File: src/rtl/udp_echo_app_out_ctrl_pkg.sv
// Shared definitions for the UDP echo app output sequencer: message widths,
// the output flit-mux select encoding and the sequencer state encoding.
package udp_echo_app_out_ctrl_pkg;

  localparam int MSG_LENGTH_WIDTH = 16;
  localparam int NOC_DATA_BYTES_W = 6;

  // The datapath flit mux decodes this same encoding.
  typedef enum logic [1:0] {
    SEL_HDR  = 2'd0,
    SEL_META = 2'd1,
    SEL_DATA = 2'd2
  } out_flit_sel_e;

  typedef enum logic [1:0] {
    IDLE       = 2'd0,
    HDR_FLIT   = 2'd1,
    META_FLIT  = 2'd2,
    DATA_FLITS = 2'd3
  } out_state_e;

endpackage

File: src/rtl/udp_echo_app_out_ctrl.sv
// Output-side sequencer of the UDP echo app: emits header, meta, then payload
// flits onto the NoC and releases the captured header/meta registers at the end.
module udp_echo_app_out_ctrl
  import udp_echo_app_out_ctrl_pkg::*;
(
  input  logic                        clk,
  input  logic                        rst,
  input  logic                        hdr_meta_val,
  output logic                        out_ctrl_hdr_meta_rdy,
  input  logic [MSG_LENGTH_WIDTH-1:0] total_flits,
  input  logic                        data_buf_val,
  output logic                        out_ctrl_data_buf_rdy,
  output logic                        udp_app_out_noc0_vrtoc_val,
  input  logic                        noc0_vrtoc_udp_app_out_rdy,
  output logic [1:0]                  out_flit_sel,
  output logic                        out_busy
);

  out_state_e                  state_reg;
  out_state_e                  state_next;
  out_flit_sel_e               sel;
  logic [MSG_LENGTH_WIDTH-1:0] flit_cnt_reg;
  logic [MSG_LENGTH_WIDTH-1:0] flits_total_reg;
  logic                        cnt_clr;
  logic                        cnt_inc;
  logic                        total_ld;
  logic                        last_flit;

  // A zero-length request would never terminate; treat it as meta only.
  function automatic logic [MSG_LENGTH_WIDTH-1:0] clamp_total(
    input logic [MSG_LENGTH_WIDTH-1:0] len
  );
    return (len == '0) ? MSG_LENGTH_WIDTH'(1) : len;
  endfunction

  assign last_flit = (flit_cnt_reg == flits_total_reg);

  always_ff @(posedge clk) begin
    if (rst) begin
      state_reg       <= IDLE;
      flit_cnt_reg    <= '0;
      flits_total_reg <= '0;
    end else begin
      state_reg <= state_next;
      if (cnt_clr) begin
        flit_cnt_reg <= '0;
      end else if (cnt_inc) begin
        flit_cnt_reg <= flit_cnt_reg + MSG_LENGTH_WIDTH'(1);
      end
      if (total_ld) begin
        flits_total_reg <= clamp_total(total_flits);
      end
    end
  end

  always_comb begin
    state_next                 = state_reg;
    udp_app_out_noc0_vrtoc_val = 1'b0;
    out_ctrl_data_buf_rdy      = 1'b0;
    out_ctrl_hdr_meta_rdy      = 1'b0;
    sel                        = SEL_HDR;
    cnt_clr                    = 1'b0;
    cnt_inc                    = 1'b0;
    total_ld                   = 1'b0;
    case (state_reg)
      IDLE: begin
        if (hdr_meta_val) begin
          total_ld   = 1'b1;
          cnt_clr    = 1'b1;
          state_next = HDR_FLIT;
        end
      end
      HDR_FLIT: begin
        udp_app_out_noc0_vrtoc_val = 1'b1;
        if (noc0_vrtoc_udp_app_out_rdy) begin
          cnt_inc    = 1'b1;
          state_next = META_FLIT;
        end
      end
      META_FLIT: begin
        udp_app_out_noc0_vrtoc_val = 1'b1;
        sel                        = SEL_META;
        if (noc0_vrtoc_udp_app_out_rdy) begin
          if (last_flit) begin
            out_ctrl_hdr_meta_rdy = 1'b1;
            state_next            = IDLE;
          end else begin
            cnt_inc    = 1'b1;
            state_next = DATA_FLITS;
          end
        end
      end
      DATA_FLITS: begin
        // The buffer is popped only in cycles the NoC is ready to take the flit.
        sel                        = SEL_DATA;
        udp_app_out_noc0_vrtoc_val = data_buf_val;
        out_ctrl_data_buf_rdy      = noc0_vrtoc_udp_app_out_rdy;
        if (data_buf_val && noc0_vrtoc_udp_app_out_rdy) begin
          cnt_inc = 1'b1;
          if (last_flit) begin
            out_ctrl_hdr_meta_rdy = 1'b1;
            state_next            = IDLE;
          end
        end
      end
      default: begin
        state_next                 = out_state_e'(2'bxx);
        udp_app_out_noc0_vrtoc_val = 1'bx;
        out_ctrl_data_buf_rdy      = 1'bx;
        out_ctrl_hdr_meta_rdy      = 1'bx;
        sel                        = out_flit_sel_e'(2'bxx);
        cnt_clr                    = 1'bx;
        cnt_inc                    = 1'bx;
        total_ld                   = 1'bx;
      end
    endcase
  end

  assign out_flit_sel = sel;
  assign out_busy     = (state_reg != IDLE);

endmodule

File: config.mk
export PLATFORM = sky130hd
export DESIGN_NAME = udp_echo_app_out_ctrl
export DESIGN_NICKNAME = d
export VERILOG_FILES = /design/src/rtl/udp_echo_app_out_ctrl_pkg.sv /design/src/rtl/udp_echo_app_out_ctrl.sv
export SDC_FILE = /design/constraint.sdc
export NUM_CORES = 1
export LEC_CHECK = 0
export ABC_CLOCK_PERIOD_IN_PS = 2009
export BUFFER_PORTS_ARGS = -buffer_cell sky130_fd_sc_hd__buf_2
export CORE_AREA = 5 5 66 68
export DETAILED_ROUTE_END_ITERATION = 8
export DIE_AREA = 0 0 71 73
export GPL_TIMING_DRIVEN = 0
export PLACE_DENSITY = 0.67
export SYNTH_ARGS = -nofsm -noshare
export SYNTH_HDL_FRONTEND = slang
export SYNTH_SLANG_ARGS = --single-unit
File: constraint.sdc
create_clock -name clk -period 2.01 [get_ports clk]
set_input_delay 0.402 -clock clk [delete_from_list [all_inputs] [get_ports clk]]
set_output_delay 0.402 -clock clk [all_outputs]
set_load 0.01 [all_outputs]
==> metrics <==
vias 1563; Leakage 0.932 nW; #FFs+latches synth 34; final worst slack -98.7 ps; Clock Latency Late Sink 290 ps; Vias/cell 5.41; hpwl dp 2980 um; Layout Nets 265; power density cells 1060 mW/mm2; Avg Inst Size Synth 9.17 um2; Post-CTS Hold Buffers 0; initial antenna violation count 0; delay-heaviest family, CP simple AND/OR/NAND/NOR gates; metal3 WL 143 um; Startpoint Class flip-flop; Setup Skew 7.94 ps; critical-path cell list xnor2_2, nand4_1, nor4_4, and3_1, buf_2; Seq/Total Area, Yosys 38.3%; post-synthesis mux area share 1.76%; share of layout cells above drive strength 1 38.9%; number of routed nets with antenna violations 0; synthesis-to-layout area growth 34.7%; Compound-Gate Fraction of Synth Area 21.4%; Worst Path Arrival 1710 ps; global-route wire length before repair 6470 um; Post-Place Cells 269; htree depth 2; Max stage delay on crit path 340 ps; Synth Area in Adders 4.22%; Final Hold Fails 0; Synth Area in XOR/XNOR 10.2%; WHS 341 ps; Mapped Area 0.00178 mm2; Cell Rows 23; RSZ-0062 raised after global routing true; simple-gate share of the synthesized area 20.3%; Initial Utilization 46.8%; min cycle time layout 2110 ps; most common cell after layout, fill and taps aside buf_2; port bufs 25; CP Class flip-flop to primary output; post-route DRC violation count 0; IO Count 27; CP endpoint kind primary output; CTS max path bufs 2; worst slew pin tran 559 ps; chip width 71 um; vias in the first global route 1399; CTS sink count 34; yosys warns 0; WP buf/inv 1; data required time of the critical path 1610 ps; largest family of logic cells by synthesized area compound AO/OA/AOI/OAI gates; CP max stage cell dfxtp_2; crit share post-route 105%; violated checks setup timing; GP Congestion 0.757; Netlist cell types 35; clk slew on worst S/H paths 70 ps; M1 wire length 1990 um; post-layout util 63.1%; syn nets 221; die height 73 um; final wirelength 4340 um; outcome finished with violations; 1st-pass router iterations 4; max-slew violations 0; routed wl met2 2160 um; Max Used Layer met4; CTS Buf Count 5; worst relative slew slack 62.7%; Post-Synthesis Cells 194; Inserted Diodes 0; Power Total 2.55 mW; fin cells 289; CTS tree done; global route overflow 0; Global Route Usage Sum 15.9%; Die Area 0.00518 mm2; Max IR drop VDD 1.20 mV; clock root buffer master clkbuf_8; max frequency 474 MHz; max-capacitance violation count 0; core area 0.00380 mm2; CP max FO 3; largest net degree at the start of global routing 12; commonest non-fill, non-tap cells in the layout 25 x buf_2, 17 x dfxtp_1, 14 x nand2_1; setup violators final 9; DR iter-0 viols 92; post-DR wirelength/cell 15.0 um; hold crit path type primary input to flip-flop
[through the flow]
stage	setup slack (ps)	cell area, um2	setup TNS [ps]
after floorplan	188	1780	0
after global placement	-106	1970	-1320
after detailed placement	-97.4	1970	-1200
after CTS	-93.3	2160	-93.3
after global routing	-211	2400	-1210
final	-98.7	2400	-291
[cells in the mapped netlist, drive strengths merged]
library cell  number  area [um2]
dfxtp             34         681
xnor2             19         181
a21oi             14        77.6
nand2             14        52.6
a22o              13         114
nand3             13        65.1
inv               10        37.5
nor2              10        37.5
a21o               8        60.1
and3               6        37.5
ha                 6        75.1
nand4              6        43.8
clkbuf             5        18.8
nand2b             5        31.3
nor4               5        31.3
a211oi             4        40.0
and2               3        18.8
a41oi              2        17.5
and4               2        17.5
mux2i              2        20.0
nor2b              2        12.5
o21ai              2        10.0
a2111oi            1        10.0
a31o               1        8.76
buf                1        11.3
mux2               1        11.3
nor3b              1        7.51
o21a               1        7.51
o32ai              1        8.76
o41ai              1        27.5
or3                1        6.26
[cell type report]
class	instances	area, um2
inverters	10	37.5
plain buffers	6	33.8
multi-input cells	145	1180
repair buffers	36	219
clock buffers	6	82.6
well taps	50	62.6
clock inverters	2	60.1
fillers	340	1400
flip-flops and latches	34	717
[per-layer routing]
metal,global-route usage (%),vias to the layer above
met5,0,-
met2,26.2,34
met3,4.13,7
met4,4.38,0
li1,-,794
met1,20.6,728
[path summary, 6_finish.rpt]
path | startpoint | endpoint | slack, ps | depth (start not counted)
hold / removal | total_flits[12] | flits_total_reg[12] | 340 | 2
setup / recovery | flit_cnt_reg[14] | out_ctrl_hdr_meta_rdy | -100 | 5
hold reg to reg | flits_total_reg[10] | flits_total_reg[10] | 480 | 2
setup reg to reg | flit_cnt_reg[9] | flit_cnt_reg[7] | -40 | 9
[repair_timing]
item,in CTS,in global routing
buffers inserted,3,7
pin swaps,5,21
cloned,0,2
resized for setup,10,44
setup endpoints to repair,27,26
[report_power, final]
group | internal, mW | leakage (nW) | switching [mW] | total (mW)
Combinational | 0.419 | 0.574 | 0.524 | 0.943
Sequential | 0.755 | 0.287 | 0.0740 | 0.829
Clock | 0.529 | 0.0714 | 0.250 | 0.779
[cell families (layout without fill, tap and decap cells)]
group	Yosys count	after routing
AOI/OAI and AO/OA	48	49
xor gates and xnor gates	19	19
adders and majority gates	6	6
buffers and inverters	16	60
DFF	34	34
muxes	3	3
and+or+nand+nor	68	68
Note: power is estimated with default switching activity, not from simulation.
